===== config.mk =====
export PLATFORM = sky130hd
export DESIGN_NAME = mix_column_seq_ctrl_flat
export DESIGN_NICKNAME = d
export VERILOG_FILES = /design/src/rtl/mix_column_seq_ctrl_pkg.sv /design/src/rtl/mix_column_seq_ctrl_if.sv /design/src/rtl/mix_column_seq_ctrl_gf_mul_xtime.sv /design/src/rtl/mix_column_seq_ctrl.sv /design/src/flat_wrapper.sv
export SDC_FILE = /design/constraint.sdc
export NUM_CORES = 1
export LEC_CHECK = 0
export ABC_AREA = 1
export CORE_UTILIZATION = 25
export CTS_CLUSTER_DIAMETER = 30
export CTS_CLUSTER_SIZE = 25
export DETAILED_ROUTE_END_ITERATION = 10
export GPL_TIMING_DRIVEN = 0
export PLACE_DENSITY = 0.55
export SETUP_SLACK_MARGIN = 0.2
export SYNTH_ARGS = -nofsm -noshare
export SYNTH_HDL_FRONTEND = slang
export SYNTH_SLANG_ARGS = --single-unit

===== constraint.sdc =====
create_clock -name clk -period 4.2 [get_ports clk]
set_input_delay 0.42 -clock clk [delete_from_list [all_inputs] [get_ports clk]]
set_output_delay 0.42 -clock clk [all_outputs]
set_load 0.05 [all_outputs]

===== src/rtl/mix_column_seq_ctrl_pkg.sv =====
`default_nettype none
// +----------------------------------------------------------------------+
// | aes_simd_pkg                                                          |
// | Shared AES SIMD types, MixColumns coefficients and GF(2^8) helpers.   |
// | Rev 1.0                                                               |
// +----------------------------------------------------------------------+
package aes_simd_pkg;

    typedef enum logic [1:0] {MC_IDLE, MC_MULT, MC_DONE} mc_state_t;

    localparam logic [3:0] MC_FWD_COEF [4] = '{4'd2, 4'd3, 4'd1, 4'd1};
    localparam logic [3:0] MC_INV_COEF [4] = '{4'd14, 4'd11, 4'd13, 4'd9};
    localparam logic [7:0] AES_POLY = 8'h1B;

    // Multiply by x modulo x^8+x^4+x^3+x+1.
    function automatic logic [7:0] xtime(input logic [7:0] b);
        return {b[6:0], 1'b0} ^ (b[7] ? AES_POLY : 8'h00);
    endfunction

endpackage
`default_nettype wire


===== src/rtl/mix_column_seq_ctrl_if.sv =====
`default_nettype none
// +----------------------------------------------------------------------+
// | mix_column_seq_ctrl_if                                                |
// | Column-in / column-out valid-ready bus of the MixColumns engine.      |
// | Rev 1.0                                                               |
// +----------------------------------------------------------------------+
interface mix_column_seq_ctrl_if;
    logic        in_valid;
    logic        in_ready;
    logic [31:0] in_col;
    logic        in_inv;
    logic        out_valid;
    logic        out_ready;
    logic [31:0] out_col;
    logic        busy;

    modport master (
        output in_valid, in_col, in_inv, out_ready,
        input  in_ready, out_valid, out_col, busy
    );

    modport slave (
        input  in_valid, in_col, in_inv, out_ready,
        output in_ready, out_valid, out_col, busy
    );
endinterface
`default_nettype wire


===== src/rtl/mix_column_seq_ctrl_gf_mul_xtime.sv =====
`default_nettype none
// +----------------------------------------------------------------------+
// | gf_mul_xtime                                                          |
// | Combinational GF(2^8) byte multiply by a MixColumns coefficient.      |
// | Rev 1.0                                                               |
// +----------------------------------------------------------------------+
module gf_mul_xtime
    import aes_simd_pkg::*;
(
    input  logic [7:0] a,
    input  logic [3:0] coef,
    output logic [7:0] p
);
    logic [7:0] w_x1;
    logic [7:0] w_x2;
    logic [7:0] w_x3;
    logic       w_supported;

    assign w_x1 = xtime(a);
    assign w_x2 = xtime(w_x1);
    assign w_x3 = xtime(w_x2);

    // Only the coefficients of the two AES matrices produce a product.
    always_comb begin
        w_supported = 1'b0;
        case (coef)
            4'd1, 4'd2, 4'd3, 4'd9, 4'd11, 4'd13, 4'd14: w_supported = 1'b1;
            default:                                      w_supported = 1'b0;
        endcase
    end

    assign p = w_supported ? (({8{coef[0]}} & a)    ^
                              ({8{coef[1]}} & w_x1) ^
                              ({8{coef[2]}} & w_x2) ^
                              ({8{coef[3]}} & w_x3)) : 8'h00;
endmodule
`default_nettype wire


===== src/rtl/mix_column_seq_ctrl.sv =====
`default_nettype none
// +----------------------------------------------------------------------+
// | mix_column_seq_ctrl                                                   |
// | Sequential MixColumns/InvMixColumns engine, LANES multipliers/cycle.  |
// | Rev 1.0                                                               |
// +----------------------------------------------------------------------+
module mix_column_seq_ctrl
    import aes_simd_pkg::*;
#(
    parameter int LANES = 1
) (
    input  logic                  clk,
    input  logic                  rst,
    mix_column_seq_ctrl_if.slave  bus
);
    localparam logic [3:0] c_STEP = 4'(LANES);
    localparam logic [3:0] c_LAST = 4'(16 - LANES);

    mc_state_t   r_state;
    mc_state_t   w_next;
    logic [3:0]  r_cnt;
    logic [31:0] r_col;
    logic        r_inv;
    logic [7:0]  r_acc;
    logic [31:0] r_res;

    logic [7:0]  w_prod [LANES];
    logic [7:0]  w_sum;
    logic        w_in_ready;
    logic        w_accept;
    logic        w_row_end;
    logic        w_wrap;
    logic [1:0]  w_row;

    assign w_in_ready = (r_state == MC_IDLE) || ((r_state == MC_DONE) && bus.out_ready);
    assign w_accept   = bus.in_valid && w_in_ready;
    assign w_row      = r_cnt[3:2];
    // Batches are LANES-aligned, so every lane of a cycle falls in one row.
    assign w_row_end  = (r_cnt[1:0] + 2'(LANES - 1)) == 2'b11;
    assign w_wrap     = (r_cnt == c_LAST);

    for (genvar g = 0; g < LANES; g++) begin : g_lane
        logic [3:0] w_idx;
        logic [1:0] w_sel;
        logic [7:0] w_byte;
        logic [3:0] w_coef;

        assign w_idx  = r_cnt + 4'(g);
        assign w_sel  = w_idx[1:0] - w_idx[3:2];
        assign w_byte = r_col[{~w_idx[1:0], 3'b000} +: 8];
        assign w_coef = r_inv ? MC_INV_COEF[w_sel] : MC_FWD_COEF[w_sel];

        gf_mul_xtime u_gf (
            .a    (w_byte),
            .coef (w_coef),
            .p    (w_prod[g])
        );
    end

    always_comb begin
        w_sum = 8'h00;
        for (int i = 0; i < LANES; i++) begin
            w_sum = w_sum ^ w_prod[i];
        end
    end

    always_ff @(posedge clk) begin
        if (rst) begin
            r_state <= MC_IDLE;
        end else begin
            r_state <= w_next;
        end
    end

    always_comb begin
        w_next = r_state;
        case (r_state)
            MC_IDLE: if (w_accept) w_next = MC_MULT;
            MC_MULT: if (w_wrap)   w_next = MC_DONE;
            MC_DONE: if (bus.out_ready) w_next = w_accept ? MC_MULT : MC_IDLE;
            default: w_next = MC_IDLE;
        endcase
    end

    always_ff @(posedge clk) begin
        if (rst) begin
            r_cnt <= 4'd0;
            r_col <= 32'h0;
            r_inv <= 1'b0;
            r_acc <= 8'h00;
            r_res <= 32'h0;
        end else if (w_accept) begin
            r_cnt <= 4'd0;
            r_col <= bus.in_col;
            r_inv <= bus.in_inv;
            r_acc <= 8'h00;
        end else if (r_state == MC_MULT) begin
            r_cnt <= r_cnt + c_STEP;
            if (w_row_end) begin
                r_res[{~w_row, 3'b000} +: 8] <= r_acc ^ w_sum;
                r_acc                        <= 8'h00;
            end else begin
                r_acc <= r_acc ^ w_sum;
            end
        end
    end

    assign bus.in_ready  = w_in_ready;
    assign bus.out_valid = (r_state == MC_DONE);
    assign bus.busy      = (r_state != MC_IDLE);
    assign bus.out_col   = r_res;
endmodule
`default_nettype wire

===== src/flat_wrapper.sv =====
// flat-port wrapper written by rule: the top's interface ports become plain ports
module mix_column_seq_ctrl_flat import aes_simd_pkg::*;
#(
    parameter int LANES = 1
)
  (clk, rst, bus_in_valid, bus_in_col, bus_in_inv, bus_out_ready, bus_in_ready, bus_out_valid, bus_out_col, bus_busy);
  mix_column_seq_ctrl_if bus_i ();
  input  logic clk;
  input  logic rst;
  input wire logic [$bits(bus_i.in_valid)-1:0] bus_in_valid;
  input wire logic [$bits(bus_i.in_col)-1:0] bus_in_col;
  input wire logic [$bits(bus_i.in_inv)-1:0] bus_in_inv;
  input wire logic [$bits(bus_i.out_ready)-1:0] bus_out_ready;
  output wire logic [$bits(bus_i.in_ready)-1:0] bus_in_ready;
  output wire logic [$bits(bus_i.out_valid)-1:0] bus_out_valid;
  output wire logic [$bits(bus_i.out_col)-1:0] bus_out_col;
  output wire logic [$bits(bus_i.busy)-1:0] bus_busy;
  assign bus_i.in_valid = bus_in_valid;
  assign bus_i.in_col = bus_in_col;
  assign bus_i.in_inv = bus_in_inv;
  assign bus_i.out_ready = bus_out_ready;
  assign bus_in_ready = bus_i.in_ready;
  assign bus_out_valid = bus_i.out_valid;
  assign bus_out_col = bus_i.out_col;
  assign bus_busy = bus_i.busy;
  mix_column_seq_ctrl #(.LANES(LANES)) u_core (.clk(clk), .rst(rst), .bus(bus_i));
endmodule

==> impl_metrics.ini <==
[power_and_ir_drop]
p_int_mw = 1.365
share_clk_of_total_power = 0.405
irDropWorstVdd_v = 0.0001596
power_switching_mw = 0.5172
swShare = 0.2748
p_per_area_mw_per_mm2 = 340.2
combPwrFrac = 0.174
pwr-share-seq = 0.420
leakage_nw = 2.106
finalPower_mw = 1.882

[global_route]
grt-ovfl-total = 0
antenna_found_initial = 0
grt_pass1_wl_mm = 21.23
grt_pass1_vias = 4211
grt_max_degree = 13
globalRouteTotalUtil = 0.1509

[finish]
mostFrequentLayoutCells = 233 x nand2_1, 81 x nand3_1, 79 x a21oi_1, 79 x dfxtp_1, 70 x clkdlybuf4s50_1
final_core_util = 0.3324
area_delta_synth_final_pct = 29.69
finalNonFillerCells = 958
num_antenna_cells = 0
num-fill-cells = 1799
layout.nets = 778
final_common_cell = nand2_1
final_cell_area_mm2 = 0.005532
layout-drive-gt1-share = 0.06911

[logic_synthesis]
ys_types = 32
yosysSeqAreaShare = 0.3708
synth_top_area_frac = 0.3708
synth_top_area_cell = dfxtp_1
syn-num-nets = 697
synth_area_per_cell_um2 = 6.532
yosysWarnings = 0
synth_area_mm2 = 0.004265
ys_seq_elements = 79
synthCells = 653
synth_area_leaders = dfxtp_1 37%, nand2_1 21%, nand3_1 9.5%, a21oi_1 9.3%, nand4_1 3.7%

[worst_setup_path]
worstPathRequired_ns = 3.78
reg2reg_depth = 11
cp-end-kind = primary output
r2r_end = u_core.bus.out_col[8]
arrival_ns = 2.50
r2r_start = u_core.r_cnt[0]
crit_path_max_fanout = 10
critPathKind = in2out
critPathLaunchType = input port
ff2ff_setup_slack_ns = 1.52

[clock_network]
clock_latency_ns = 0.33
cts_hold_buf = 0
cts_tree = built
cts_resized = 0
clk_pin_slew_worst_paths_ns = 0.06
cts_root_buf = clkbuf_16
post_cts_buffers = 0
cts.path.max_buffers = 2
clock_sinks = 79
cts_inserted_buffers = 9
htree_levels = 3

[routing]
wl_per_cell_um = 13.07
drc_errors = 0
drtAntennaViolNets = 0
dr.pass1.iters = 4
vias = 4373
via_per_inst = 4.565
initialDrtViolationCount = 283
routed_wl_mm = 12.52

[timing]
slew_headroom = 0.5875
drv_slew = 0
tns_ns = 0
finalCritPeriodShare = 0.6950
hold_viol = 0
setup_viol = 0
finalCriticalPeriod_ns = 2.919
max_freq_mhz = 342.6
whs_ns = 0.4639
grt_setup_unrepaired = false
setup_ws_ns = 1.281
skew_ns = 0.007823
tightest_slew_ns = 0.6136

[floorplanning]
die_w_um = 132.6
fp.dieH_um = 132.6
rows = 47
die_area_mm2 = 0.01759
core-area_mm2 = 0.01664
start_util = 0.2563
io_pins = 72

[placement]
dpl_cell_area_mm2 = 0.005241
gp_congestion = 0.8338
port_buffers = 70
dp.final_hpwl_mm = 9.537
dp.cells = 943
dpl_worst_slack_ns = 1.257

[worst_hold_path]
hp-start = u_core.bus.out_col[24]
hp-class = reg2reg
hold_depth = 2
min_to = u_core.bus.out_col[24]

[flow_run]
maxCapViolCount = 0

[status]
run_status = finished clean
how the worst max path moves through the flow:
stage | endpoint | startpoint | depth (start not counted)
2_1_floorplan | u_core.bus.out_col[30] | u_core.r_cnt[0] | 12
3_3_place_gp | bus_in_ready | bus_out_ready | 5
3_5_place_dp | bus_in_ready | bus_out_ready | 5
4_1_cts | bus_in_ready | bus_out_ready | 5
5_1_grt | bus_in_ready | bus_out_ready | 5
6_report | bus_in_ready | bus_out_ready | 5
power groups by stage:
stage	registers [mW]	clock network [mW]	logic, mW
2_1_floorplan	0.802	0	0.219
3_3_place_gp	0.807	0	0.328
3_5_place_dp	0.807	0	0.330
4_1_cts	0.791	0.783	0.332
5_1_grt	0.794	0.809	0.374
6_report	0.791	0.763	0.328
flip-flops by register name (all words and copies together) (netlist names):
signal,count
u_core.bus.out_col,32
u_core.r_acc,8
u_core.r_cnt,4
u_core.r_col,32
u_core.r_inv,1
u_core.r_state,2
kinds of logic (layout without fill, tap and decap cells):
kind of cell	after synthesis	after routing	synth area share
AO/OA/AOI/OAI	90	90	0.1065
AND/OR/NAND/NOR	398	398	0.4136
XOR/XNOR	5	5	0.01203
buffers and inverters	74	159	0.07656
adder cells (fa/ha/maj)	7	7	0.02053
flip-flops	79	79	0.3708
cells in the mapped netlist:
cell	instances
nand3b_1	5
clkinv_1	3
or2_1	2
inv_4	1
dfxtp_1	79
nand2_1	233
buf_4	2
inv_1	34
xor2_1	1
nand2_2	16
buf_2	1
o21ai_1	1
o211ai_1	1
nor3_1	2
buf_1	3
o22ai_1	1
a21oi_1	79
o21ai_0	8
nor2_1	28
nand2_4	2
nand3_1	81
buf_6	5
xnor2_2	1
nor4_2	1
nor2_4	1
nor3_2	1
nand4_1	25
xnor2_1	3
ha_1	7
inv_2	6
clkbuf_1	19
nor2_2	1
per-layer routing:
metal,vias to the layer above,share of wire,global-route usage
met4,0,0.013,0.04278
met3,9,0.034,0.02567
li1,2318,-,-
met2,73,0.47,0.2497
met1,1973,0.49,0.2008
met5,-,0,0
critical path, cell delays in order:
cell             delay [ns]
clkdlybuf4s50_1        0.45
inv_1                  0.05
a21oi_1                0.30
clkbuf_1               0.38
clkdlybuf4s50_1        0.88
layout make-up:
class                   instances  area [um2]  area share
multi-input cells             500        2357      0.4261
flip-flops and latches         79        1582      0.2859
well taps                     220       275.3     0.04976
inverters                      44       167.7     0.03031
repair buffers                 70       700.7      0.1267
plain buffers                  30       158.9     0.02873
clock inverters                 3       43.79    0.007917
clock buffers                  12       246.5     0.04456
(Power assumes the default switching activity.)
